$ cat src/rtl/rgb_switch_debounce.sv
// Synchronizer and per-bit debouncer for the RGB LED colour switches.
// Produces a debounced colour word plus registered rise/fall/changed strobes.
module rgb_switch_debounce #(
    parameter int WIDTH           = 6,
    parameter int DEBOUNCE_CYCLES = 1000000,
    parameter int SYNC_STAGES     = 2
) (
    input  logic             clk,
    input  logic             rst,
    input  logic [WIDTH-1:0] In,
    output logic [WIDTH-1:0] Out,
    output logic [WIDTH-1:0] rise,
    output logic [WIDTH-1:0] fall,
    output logic             changed
);

    localparam int CW = (DEBOUNCE_CYCLES > 2) ? $clog2(DEBOUNCE_CYCLES) : 1;
    localparam logic [CW-1:0] CNT_MAX = CW'(DEBOUNCE_CYCLES - 1);

    logic [SYNC_STAGES-1:0][WIDTH-1:0] sync_r;
    logic [WIDTH-1:0][CW-1:0]          cnt_r;
    logic [WIDTH-1:0]                  out_r;
    logic [WIDTH-1:0]                  rise_r;
    logic [WIDTH-1:0]                  fall_r;
    logic                              changed_r;

    logic [WIDTH-1:0]                  sync_s;
    logic [WIDTH-1:0]                  diff_s;
    logic [WIDTH-1:0]                  hit_s;

    assign sync_s  = sync_r[SYNC_STAGES-1];
    assign Out     = out_r;
    assign rise    = rise_r;
    assign fall    = fall_r;
    assign changed = changed_r;

    // Multi-flop synchronizer; stage 0 samples the raw asynchronous lines.
    always_ff @(posedge clk or posedge rst) begin
        if (rst) begin
            sync_r <= {(SYNC_STAGES*WIDTH){1'b0}};
        end else begin
            sync_r <= {sync_r[SYNC_STAGES-2:0], In};
        end
    end

    // A bit qualifies when it still disagrees with Out at the terminal count.
    always_comb begin
        diff_s = sync_s ^ out_r;
        hit_s  = {WIDTH{1'b0}};
        for (int i = 0; i < WIDTH; i++) begin
            if (diff_s[i] && (cnt_r[i] == CNT_MAX)) begin
                hit_s[i] = 1'b1;
            end else begin
                hit_s[i] = 1'b0;
            end
        end
    end

    // Per-bit counters, debounced level and edge strobes.
    always_ff @(posedge clk or posedge rst) begin
        if (rst) begin
            cnt_r     <= {(WIDTH*CW){1'b0}};
            out_r     <= {WIDTH{1'b0}};
            rise_r    <= {WIDTH{1'b0}};
            fall_r    <= {WIDTH{1'b0}};
            changed_r <= 1'b0;
        end else begin
            for (int i = 0; i < WIDTH; i++) begin
                if (!diff_s[i] || hit_s[i]) begin
                    cnt_r[i] <= {CW{1'b0}};
                end else begin
                    cnt_r[i] <= cnt_r[i] + CW'(1);
                end
            end
            out_r     <= out_r ^ hit_s;
            rise_r    <= hit_s & sync_s;
            fall_r    <= hit_s & ~sync_s;
            changed_r <= |hit_s;
        end
    end

endmodule

$ cat config.mk
export PLATFORM = sky130hd
export DESIGN_NAME = rgb_switch_debounce
export DESIGN_NICKNAME = d
export VERILOG_FILES = /design/src/rtl/rgb_switch_debounce.sv
export SDC_FILE = /design/constraint.sdc
export NUM_CORES = 1
export LEC_CHECK = 0
export ABC_AREA = 1
export CAP_MARGIN = 20
export CORE_ASPECT_RATIO = 0.8
export CORE_MARGIN = 3
export CORE_UTILIZATION = 60
export DETAILED_ROUTE_END_ITERATION = 10
export HOLD_SLACK_MARGIN = 0.08
export PLACE_DENSITY_LB_ADDON = 0.2
export SYNTH_ARGS = -nofsm -noshare
export SYNTH_HDL_FRONTEND = slang
export SYNTH_SLANG_ARGS = --single-unit
$ cat constraint.sdc
create_clock -name clk -period 7.25 [get_ports clk]
set_input_delay 1.8125 -clock clk [delete_from_list [all_inputs] [get_ports clk]]
set_output_delay 1.8125 -clock clk [all_outputs]
set_load 0.02 [all_outputs]
==> summary.md, run 1 <==
| Metric | Value |
|---|---|
| RSZ-0062 raised after global routing | `no` |
| Worst setup EP type | `output port` |
| GP Congestion | `just under 1` |
| Most common cell after layout, fill and taps aside | `nor2_1` |
| Die outline height | `108 microns` |
| XOR/XNOR Fraction of Synth Area | `0.0537` |
| Register bit total from synthesis | `151` |
| Post-CTS Setup Bufs | `0` |
| Post-Syn Area | `7830 sq um` |
| I/O pin count | `27` |
| Die area | `14500 sq um` |
| Post-Synth Simple-Gate Area | `0.365` |
| Fill cells | `roughly 1000` |
| Setup Skew | `about 11 ps` |
| Worst path cell trace | `clkdlybuf4s50_1` |
| Post-Syn Area per Cell | `7.72 sq um` |
| HPWL after DPL | `11500 microns` |
| Remaining global-route overflow | `0` |
| # Max-Cap Violations | `0` |
| Die X | `between 100 and 150 microns` |
| Starting Density | `0.628` |
| Fin crit share | `0.452` |
| Hold Violations, Final | `0` |
| Final max-slew violation count | `0` |
| CP Depth | `1` |
| Status | `completed` |
| Netlist cell types | `30` |
| IO buf count | `26` |
| Initial antenna violation count | `0` |
| Cts bufs inserted | `17` |
| Total wire length | `16400 microns` |
| Critical path's largest stage delay | `640 ps` |
| Worst Setup Start Kind | `flip-flop` |
| Adder-Cell Fraction of Synth Area | `0.00958` |
| First-pass GRT wire length | `around 29000 microns` |
| Fmax | `305 MHz` |
| Largest family of logic cells by synthesized area | `simple AND/OR/NAND/NOR gates` |
| Slowest-stage cell, CP | `clkdlybuf4s50_1` |
| Worst Reg-to-Reg Cells | `8` |
| Crit path time final | `3280 ps` |
| Critical path arrival | `1470 ps` |
| Data required, critical path | `5440 ps` |
| Max clock buf depth | `2` |
| Final setup fails | `0` |
| Post-CTS sizing | `0` |
| Share of layout cells above drive strength 1 | `0.0553` |
| Power Total | `1.87 mW` |
| DR vias/cell | `5.23` |
| Antenna diodes | `0` |
| CTS root buf | `clkbuf_16` |
| H-tree depth | `4` |
| Final ANT Viol Nets | `0` |
| Row Count | `36` |
| Leak | `between 3 and 4 nW` |
| Hold Crit Start | `sync_r[5]` |
| Crit path kind | `flip-flop to output port` |
| Compound-Gate Fraction of Synth Area | `0.0228` |
| TritonRoute pass-1 iters | `7` |
| R2R Setup Slk | `5380 ps` |
| Worst slew pin tran | `just under 800 ps` |
| Nets | `~1100` |
| WL/cell | `13.3 microns` |
| Syn nets | `1028` |
| DR iter-0 viols | `690` |
| Total Routing Usage GR | `0.245` |
| Clock-pin slew on the worst setup and hold paths | `approximately 70 ps` |
| Placed Cells | `1205` |
| Hold_buf cts | `0` |
| Slew headroom | `0.474` |
| CTS tree | `done` |
| Critical Path End | `Out[3]` |
| Multiplexer share of the synthesized area | `0` |
| Post-Layout Cell Count | `between 1000 and 1500` |
| Setup TNS | `0 ps` |
| Via count | `between 6000 and 7000` |
| DRC Markers | `0` |
| Cell count after synthesis | `1014` |
| PwrDens | `211 nW/um^2` |
| R2r startpoint | `cnt_r[20]` |
| CP bufs+invs | `1` |
| Largest net degree at the start of global routing | `91` |
| Synth warn | `0` |
| Area growth syn-to-layout | `13.3%` |
| Reg-to-Reg End | `cnt_r[36]` |
| Clk_lat worst skew | `420 ps` |
| Top delay family on crit path | `buffers and inverters` |
| Hold Path Class | `flip-flop to flip-flop` |
| TritonCTS Sinks | `151` |
| Most frequent cells in the layout | `243 x nor2_1, 222 x nand2_1, 151 x dfrtp_1` |
| Part of the Yosys area used for sequential elements | `0.482` |
| Vias in the first global route | `6150` |
| Core Region | `12500 sq um` |
| Maximum VDD drop | `0.169 mV` |
| Crit path max fanout | `5` |
## worst min path at each step
stage / slack (ps) / endpoint / cells past startpoint
final: 350 / sync_s[5] / 0
after global routing: 360 / sync_s[5] / 0
after CTS: 350 / sync_s[0] / 0
after detailed placement: 330 / sync_s[0] / 0
after global placement: 330 / sync_s[0] / 0
after floorplan: 330 / sync_s[0] / 0
## sequential cells by signal, summed over array words and instances, names as in the netlist, named ones only
| register | count |
|---|---|
| sync_r | 6 |
| rise | 6 |
| changed | 1 |
| sync_s | 6 |
| cnt_r | 120 |
| fall | 6 |
## cells in the mapped netlist, drive strengths merged
cell type / count / area [sq um]
nand3: 76 / 400
xor2: 40 / 350
xnor2: 8 / 70.1
nor3: 50 / 262
nand4: 20 / 125
and3: 2 / 12.5
a31oi: 3 / 18.8
nand3b: 3 / 22.5
buf: 7 / 83.8
a21oi: 19 / 95.1
dfrtp: 151 / 3780
nor2: 247 / 952
o21ai: 7 / 35.0
o21bai: 4 / 30.0
inv: 117 / 439
ha: 6 / 75.1
or2: 5 / 31.3
nor3b: 16 / 120
nand2: 233 / 931
## routing by layer
metal | vias to the layer above | part of all wire | global-route usage
met2 | 170 | 0.44 | 0.388
met1 | 3014 | 0.50 | 0.359
met4 | 0 | 0.0083 | 0.0617
met3 | 14 | 0.049 | 0.0381
li1 | 3277 | - | -
met5 | - | 0 | 0
## report_power, final
part	internal [mW]	switching [mW]	total, mW
Combinational	0.0138	0.0390	0.0528
Sequential	0.854	0.00925	0.863
Clock	0.603	0.349	0.952
## final cells by class
type                    count  area (sq um)  area share
flip-flops and latches    151          3780       0.426
multi-input cells         739          3530       0.398
clock buffers              20           467      0.0526
inverters                 117           444      0.0500
repair buffers             27           268      0.0302
well taps                 171           214      0.0241
clock inverters            12           173      0.0195
## logic make-up after synthesis
logic type | Yosys count
AND/OR/NAND/NOR | 652
flip-flops | 151
buffers and inverters | 124
XOR/XNOR | 48
AO/OA/AOI/OAI | 33
adder cells (fa/ha/maj) | 6
## stage by stage
step                hold slack, ps   util  setup WS (ps)  cell area, sq um
floorplan                      331      -           1370              7830
global placement               334  0.660           3500              8240
detailed placement             335  0.660           3520              8240
CTS                            349  0.711           3950              8870
global route                   355  0.711           3730              8870
finish                         348  0.711           3970              8870
## worst register-to-register path, stage by stage (launching register included)
cell,delay [ps]
dfrtp_1,450
ha_1,310
nand2_2,110
nor2_4,160
nand2_1,100
nor2_1,270
nand3_1,140
xor2_1,170
nor2_1,50
No activity file was read; power rests on OpenSTA's default activity.
==> inputs of run 2 (changes only) <==
- clock period: 7.25 -> 3.3 ns (I/O delays scaled with it)
==> run 2 against run 1 <==
Against the previous run:
- register-to-register slack got worse by 3900 ps
- global-route usage down 0.29 points
- utilization grew 0.40 points
- routed wire length down 1.4%
- clock power rose by 130%
- critical path type unchanged
- sequential share of layout area shrank 0.24 points
- cell count did not move
==> summary.md, run 2 (synthesis gave the netlist of run 1 again) <==
| Metric | Value |
|---|---|
| Status | `completed (unchanged)` |
| Clk_lat worst skew | `420 ps (about the same)` |
| Total Routing Usage GR | `0.243 (was 0.245)` |
| Die outline height | `108 microns (unchanged)` |
| Row Count | `36 (unchanged)` |
| Area growth syn-to-layout | `13.9% (was 13.3%)` |
| DP Worst Slack | `1430 ps (was 3520 ps)` |
| Initial antenna violation count | `0 (unchanged)` |
| Slew headroom | `0.665 (was 0.474)` |
| Crit path time final | `between 2000 and 2500 ps` |
| CTS root buf | `clkbuf_16 (unchanged)` |
| PwrDens | `468 nW/um^2 (was 211 nW/um^2)` |
| Final Util | `0.715 (was 0.711)` |
| Clock-pin slew on the worst setup and hold paths | `60 ps (was 70 ps)` |
| Max FFs per register | `120 (unchanged)` |
| Most frequent cells in the layout | `243 x nor2_1, 222 x nand2_1, 151 x dfrtp_1 (unchanged)` |
| Final max-slew violation count | `0 (unchanged)` |
| GP Congestion | `0.889 (was 0.964)` |
| Final setup fails | `0 (unchanged)` |
| TritonRoute pass-1 iters | `5 (was 7)` |
| TritonCTS Sinks | `151 (unchanged)` |
| Int Pwr | `3.32 mW (was 1.47 mW)` |
| RSZ-0062 raised after global routing | `no (unchanged)` |
| Setup TNS | `0 ps (unchanged)` |
| First-pass GRT wire length | `28400 microns (was 28800 microns)` |
| Biggest register | `cnt_r (unchanged)` |
| Fmax | `433 MHz` |
| Post-Layout Cell Count | `1237 (unchanged)` |
| Post-CTS sizing | `0 (unchanged)` |
| WL/cell | `13.1 microns (was 13.3 microns)` |
| Starting Density | `0.628 (unchanged)` |
| Crit path max fanout | `5 (unchanged)` |
| DR iter-0 viols | `485 (was 690)` |
| IO buf count | `26 (unchanged)` |
| Worst setup EP type | `output port (unchanged)` |
| Fin crit share | `0.699` |
| CTS tree | `done (unchanged)` |
| Fin worst setup slack | `992 ps (was 3970 ps)` |
| Power Total | `4.17 mW (was 1.87 mW)` |
| Crit path kind | `flip-flop to output port (unchanged)` |
| Largest net degree at the start of global routing | `86 (was 91)` |
| Vias in the first global route | `6121 (was 6150)` |
| Via count | `6489 (was 6475)` |
| Final ANT Viol Nets | `0 (unchanged)` |
| Leak | `3.83 nW (was 3.82 nW)` |
| Core Region | `12500 sq um (unchanged)` |
| Worst slew pin tran | `498 ps (was 789 ps)` |
| Placed Cells | `1206 (was 1205)` |
| Setup Skew | `6.87 ps (was 11.0 ps)` |
| Nets | `1068 (was 1067)` |
| Max clock buf depth | `2 (unchanged)` |
| Top delay family on crit path | `buffers and inverters (unchanged)` |
| Hold Path Class | `flip-flop to flip-flop (unchanged)` |
| Share of layout cells above drive strength 1 | `0.0544 (was 0.0553)` |
| Sequential share of power | `0.454 (was 0.462)` |
| Remaining global-route overflow | `0 (unchanged)` |
| HPWL after DPL | `11100 microns (was 11500 microns)` |
| Antenna diodes | `0 (unchanged)` |
| CP bufs+invs | `1 (unchanged)` |
| Hold Violations, Final | `0 (unchanged)` |
| Sw power | `0.853 mW (was 0.397 mW)` |
| Worst Setup Start Kind | `flip-flop (unchanged)` |
| DRC Markers | `0 (unchanged)` |
| Comb power frac | `0.029 (was 0.028)` |
| Clock network power share | `0.517 (was 0.510)` |
| Slowest-stage cell, CP | `clkdlybuf4s50_1 (unchanged)` |
| Hold_buf cts | `0 (unchanged)` |
| Critical path arrival | `1480 ps (was 1470 ps)` |
| # Max-Cap Violations | `0 (unchanged)` |
| Die X | `134 microns (unchanged)` |
| H-tree depth | `4 (unchanged)` |
| Switch share | `0.204 (was 0.213)` |
| Data required, critical path | `2470 ps (was 5440 ps)` |
| Cts bufs inserted | `17 (unchanged)` |
| Total wire length | `16200 microns (was 16400 microns)` |
| Most common cell after layout, fill and taps aside | `nor2_1 (unchanged)` |
| DR vias/cell | `5.25 (was 5.23)` |
| Worst path cell trace | `clkdlybuf4s50_1 (unchanged)` |
| Post-CTS Setup Bufs | `0 (unchanged)` |
| Critical path's largest stage delay | `640 ps (about the same)` |
| Die area | `14500 sq um (unchanged)` |
| Maximum VDD drop | `0.433 mV (was 0.169 mV)` |
| I/O pin count | `27 (unchanged)` |
run 2: changes by cell type in the layout (fill, tap and decap cells not counted):
cell,change
clkbuf_8,-3
clkinvlp_4,+3
buf_12,+2
bufinv_16,+2
clkinv_2,-2
inv_6,-2
buf_4,-1
clkbuf_1,+1
run 2: layout make-up:
cell class,count,area (sq um)
Tap cell,171,214
Inverter,117,443
Timing Repair Buffer,28,300
Sequential cell,151,3780
Fill cell,992,3550
Multi-Input combinational cell,739,3530
Clock buffer,18,429
Clock inverter,13,229
run 2: worst register-to-register path: stages, from the launching register on:
cell	delay (ps)
dfrtp_1	450
ha_1	290
nand2_2	110
nor2_4	190
inv_1	60
nor2_1	130
nand3_2	170
nand2_4	230
nor3b_1	80
run 2: final timing paths:
path	startpoint	end	slack (ps)	depth (start not counted)
worst min register to register	sync_r[2]	sync_s[2]	350	0
max in group asynchronous	rst	cnt_r[31]	2030	3
min in group asynchronous	rst	cnt_r[9]	870	3
worst max-delay path	flip-flop	Out[3]	990	1
worst min-delay path	sync_r[2]	sync_s[2]	350	0
worst max register to register	cnt_r[20]	cnt_r[28]	1480	8
run 2: through the flow:
step	hold slack (ps)	area, sq um
finish	348	8920
global route	355	8920
CTS	350	8920
detailed placement	336	8270
global placement	332	8270
floorplan	331	7840
run 2: metal layers:
metal | vias to the layer above | global-route usage | routed length, microns
li1 | 3277 | - | -
met1 | 3031 | 0.335 | 7660
met2 | 165 | 0.390 | 7530
met3 | 16 | 0.0614 | 856
met4 | 0 | 0.0573 | 159
met5 | - | 0 | 0
run 2: power by group through the flow:
stage	clock, mW	combinational [mW]	sequential, mW
4_1_cts	2.19	0.124	1.90
5_1_grt	2.27	0.141	1.90
6_report	2.16	0.119	1.90
2_1_floorplan	0	0.0923	1.93
3_3_place_gp	0	0.121	1.93
3_5_place_dp	0	0.123	1.93
==> inputs of run 3 (changes only) <==
- clock period: 3.3 -> 2.2 ns (I/O delays scaled with it)
==> run 3 against run 2 <==
Against the previous run:
- cell count rose by 0.16%
- routed wire length fell by 3.2%
- register-to-register slack got worse by 1000 ps
- largest cell class unchanged
==> summary.md, run 3 (synthesis gave the netlist of run 1 again) <==
| Metric | Value |
|---|---|
| Antenna diodes | `0 (unchanged)` |
| IO buf count | `26 (unchanged)` |
| GP Congestion | `0.945 (was 0.889)` |
| Post-CTS sizing | `0 (unchanged)` |
| Top delay family on crit path | `buffers and inverters (unchanged)` |
| Row Count | `36 (unchanged)` |
| Fin worst setup slack | `156 ps (was 992 ps)` |
| Final ANT Viol Nets | `0 (unchanged)` |
| Most frequent cells in the layout | `243 x nor2_1, 222 x nand2_1, 151 x dfrtp_1 (unchanged)` |
| Final setup fails | `0 (unchanged)` |
| Worst setup EP type | `output port (unchanged)` |
| Comb power frac | `0.031 (was 0.029)` |
| R2r startpoint | `cnt_r[100] (was cnt_r[20])` |
| CP bufs+invs | `1 (unchanged)` |
| CP Depth | `1 (unchanged)` |
| Total Routing Usage GR | `0.235 (was 0.243)` |
| Die X | `134 microns (unchanged)` |
| CTS tree | `done (unchanged)` |
| Critical path's largest stage delay | `640 ps (about the same)` |
| Max FFs per register | `120 (unchanged)` |
| Total wire length | `15700 microns (was 16200 microns)` |
| Critical path arrival | `1490 ps (was 1480 ps)` |
| Worst Setup Start Kind | `flip-flop (unchanged)` |
| Max clock buf depth | `2 (unchanged)` |
| Reg-to-Reg End | `cnt_r[118] (was cnt_r[28])` |
| Worst path cell trace | `clkdlybuf4s50_1 (unchanged)` |
| Maximum VDD drop | `0.558 mV (was 0.433 mV)` |
| TritonRoute pass-1 iters | `5 (unchanged)` |
| Biggest register | `cnt_r (unchanged)` |
| Initial antenna violation count | `0 (unchanged)` |
| Slew headroom | `0.646 (was 0.665)` |
| PwrDens | `652 nW/um^2 (was 468 nW/um^2)` |
| Setup Skew | `6.29 ps (was 6.87 ps)` |
| Via count | `6365 (was 6489)` |
| Core Region | `12500 sq um (unchanged)` |
| Hold Violations, Final | `0 (unchanged)` |
| I/O pin count | `27 (unchanged)` |
| Sequential share of power | `0.495 (was 0.454)` |
| Die area | `14500 sq um (unchanged)` |
| Final max-slew violation count | `0 (unchanged)` |
| CTS root buf | `clkbuf_16 (unchanged)` |
| H-tree depth | `4 (unchanged)` |
| RSZ-0062 raised after global routing | `no (unchanged)` |
| TritonCTS Sinks | `151 (unchanged)` |
| HPWL after DPL | `11200 microns (was 11100 microns)` |
| Most common cell after layout, fill and taps aside | `nor2_1 (unchanged)` |
| DRC Markers | `0 (unchanged)` |
| DR vias/cell | `5.14 (was 5.25)` |
| Vias in the first global route | `6061 (was 6121)` |
| Starting Density | `0.628 (unchanged)` |
| Switch share | `0.221 (was 0.204)` |
| Remaining global-route overflow | `0 (unchanged)` |
| Power Total | `5.75 mW (was 4.17 mW)` |
| Fin crit share | `0.929` |
| Clk_lat worst skew | `420 ps (about the same)` |
| WL/cell | `12.7 microns (was 13.1 microns)` |
| Fmax | `489 MHz` |
| Share of layout cells above drive strength 1 | `0.0552 (was 0.0544)` |
| Worst slew pin tran | `530 ps (was 498 ps)` |
| Leak | `3.79 nW (was 3.83 nW)` |
| # Max-Cap Violations | `0 (unchanged)` |
| R2R Setup Slk | `450 ps (was 1480 ps)` |
| Crit path kind | `flip-flop to output port (unchanged)` |
| Clock network power share | `0.474 (was 0.517)` |
| Post-CTS Setup Bufs | `0 (unchanged)` |
| Status | `completed (unchanged)` |
| Crit path time final | `2040 ps` |
| Post-DP Area | `8260 sq um (was 8270 sq um)` |
| Nets | `1069 (was 1068)` |
| Hold Path Class | `flip-flop to flip-flop (unchanged)` |
| Cts bufs inserted | `17 (unchanged)` |
| DP Worst Slack | `480 ps (was 1430 ps)` |
| Worst Reg-to-Reg Cells | `8 (unchanged)` |
| Clock-pin slew on the worst setup and hold paths | `60 ps (about the same)` |
| Slowest-stage cell, CP | `clkdlybuf4s50_1 (unchanged)` |
| Final Util | `0.707 (was 0.715)` |
| Sw power | `1.27 mW (was 0.853 mW)` |
| First-pass GRT wire length | `27800 microns (was 28400 microns)` |
| Largest net degree at the start of global routing | `86 (unchanged)` |
| DR iter-0 viols | `403 (was 485)` |
| Int Pwr | `4.48 mW (was 3.32 mW)` |
| Hold_buf cts | `0 (unchanged)` |
| Data required, critical path | `1650 ps (was 2470 ps)` |
| Crit path max fanout | `5 (unchanged)` |
| Design Area, Final | `8820 sq um (was 8920 sq um)` |
| Area growth syn-to-layout | `12.7% (was 13.9%)` |
| Die outline height | `108 microns (unchanged)` |
| Critical Path End | `Out[3] (unchanged)` |
==> run 3: metal layers <==
metal	vias to the layer above	part of all wire	track usage
met5	-	0	0
met4	0	0.024	0.0822
met3	36	0.050	0.0414
met2	146	0.43	0.360
met1	2905	0.49	0.342
li1	3278	-	-
==> run 3: cell type report <==
class / count / area, sq um
clock inverter: 11 / 101
clock buffer: 21 / 460
inverter: 117 / 443
fill: 981 / 3650
multi-input combinational: 739 / 3530
sequential: 151 / 3780
tap: 171 / 214
timing repair buffer: 29 / 295
==> run 3: worst min-delay path by stage <==
| stage | startpoint | endpoint | slack (ps) | cells past startpoint |
|---|---|---|---|---|
| 3_3_place_gp | sync_r[0] | sync_s[0] | 330 | 0 |
| 3_5_place_dp | sync_r[0] | sync_s[0] | 330 | 0 |
| 2_1_floorplan | sync_r[0] | sync_s[0] | 330 | 0 |
| 4_1_cts | rst | fall[3] | 350 | 2 |
| 6_report | sync_r[0] | sync_s[0] | 350 | 0 |
| 5_1_grt | sync_r[2] | sync_s[2] | 360 | 0 |
==> run 3: metrics by stage <==
step	cells	hold WS, ps	TNS, ps
final	1239	346	0
after global routing	1239	358	0
after CTS	1239	345	0
after detailed placement	1207	335	0
after global placement	1207	332	0
after floorplan	1014	331	-38200
==> run 3: worst register-to-register path: cells and delay by family (launching register included) <==
kind	cells	cell delay [ps]
flops	1	380
fa+ha+maj	1	180
simple gates	7	1080
==> run 3: power by group through the flow <==
stage / Clock [mW] / Combinational, mW / Sequential, mW
finish: 2.73 / 0.177 / 2.85
global route: 2.90 / 0.208 / 2.85
CTS: 2.78 / 0.185 / 2.85
detailed placement: 0 / 0.182 / 2.90
global placement: 0 / 0.180 / 2.89
floorplan: 0 / 0.138 / 2.89
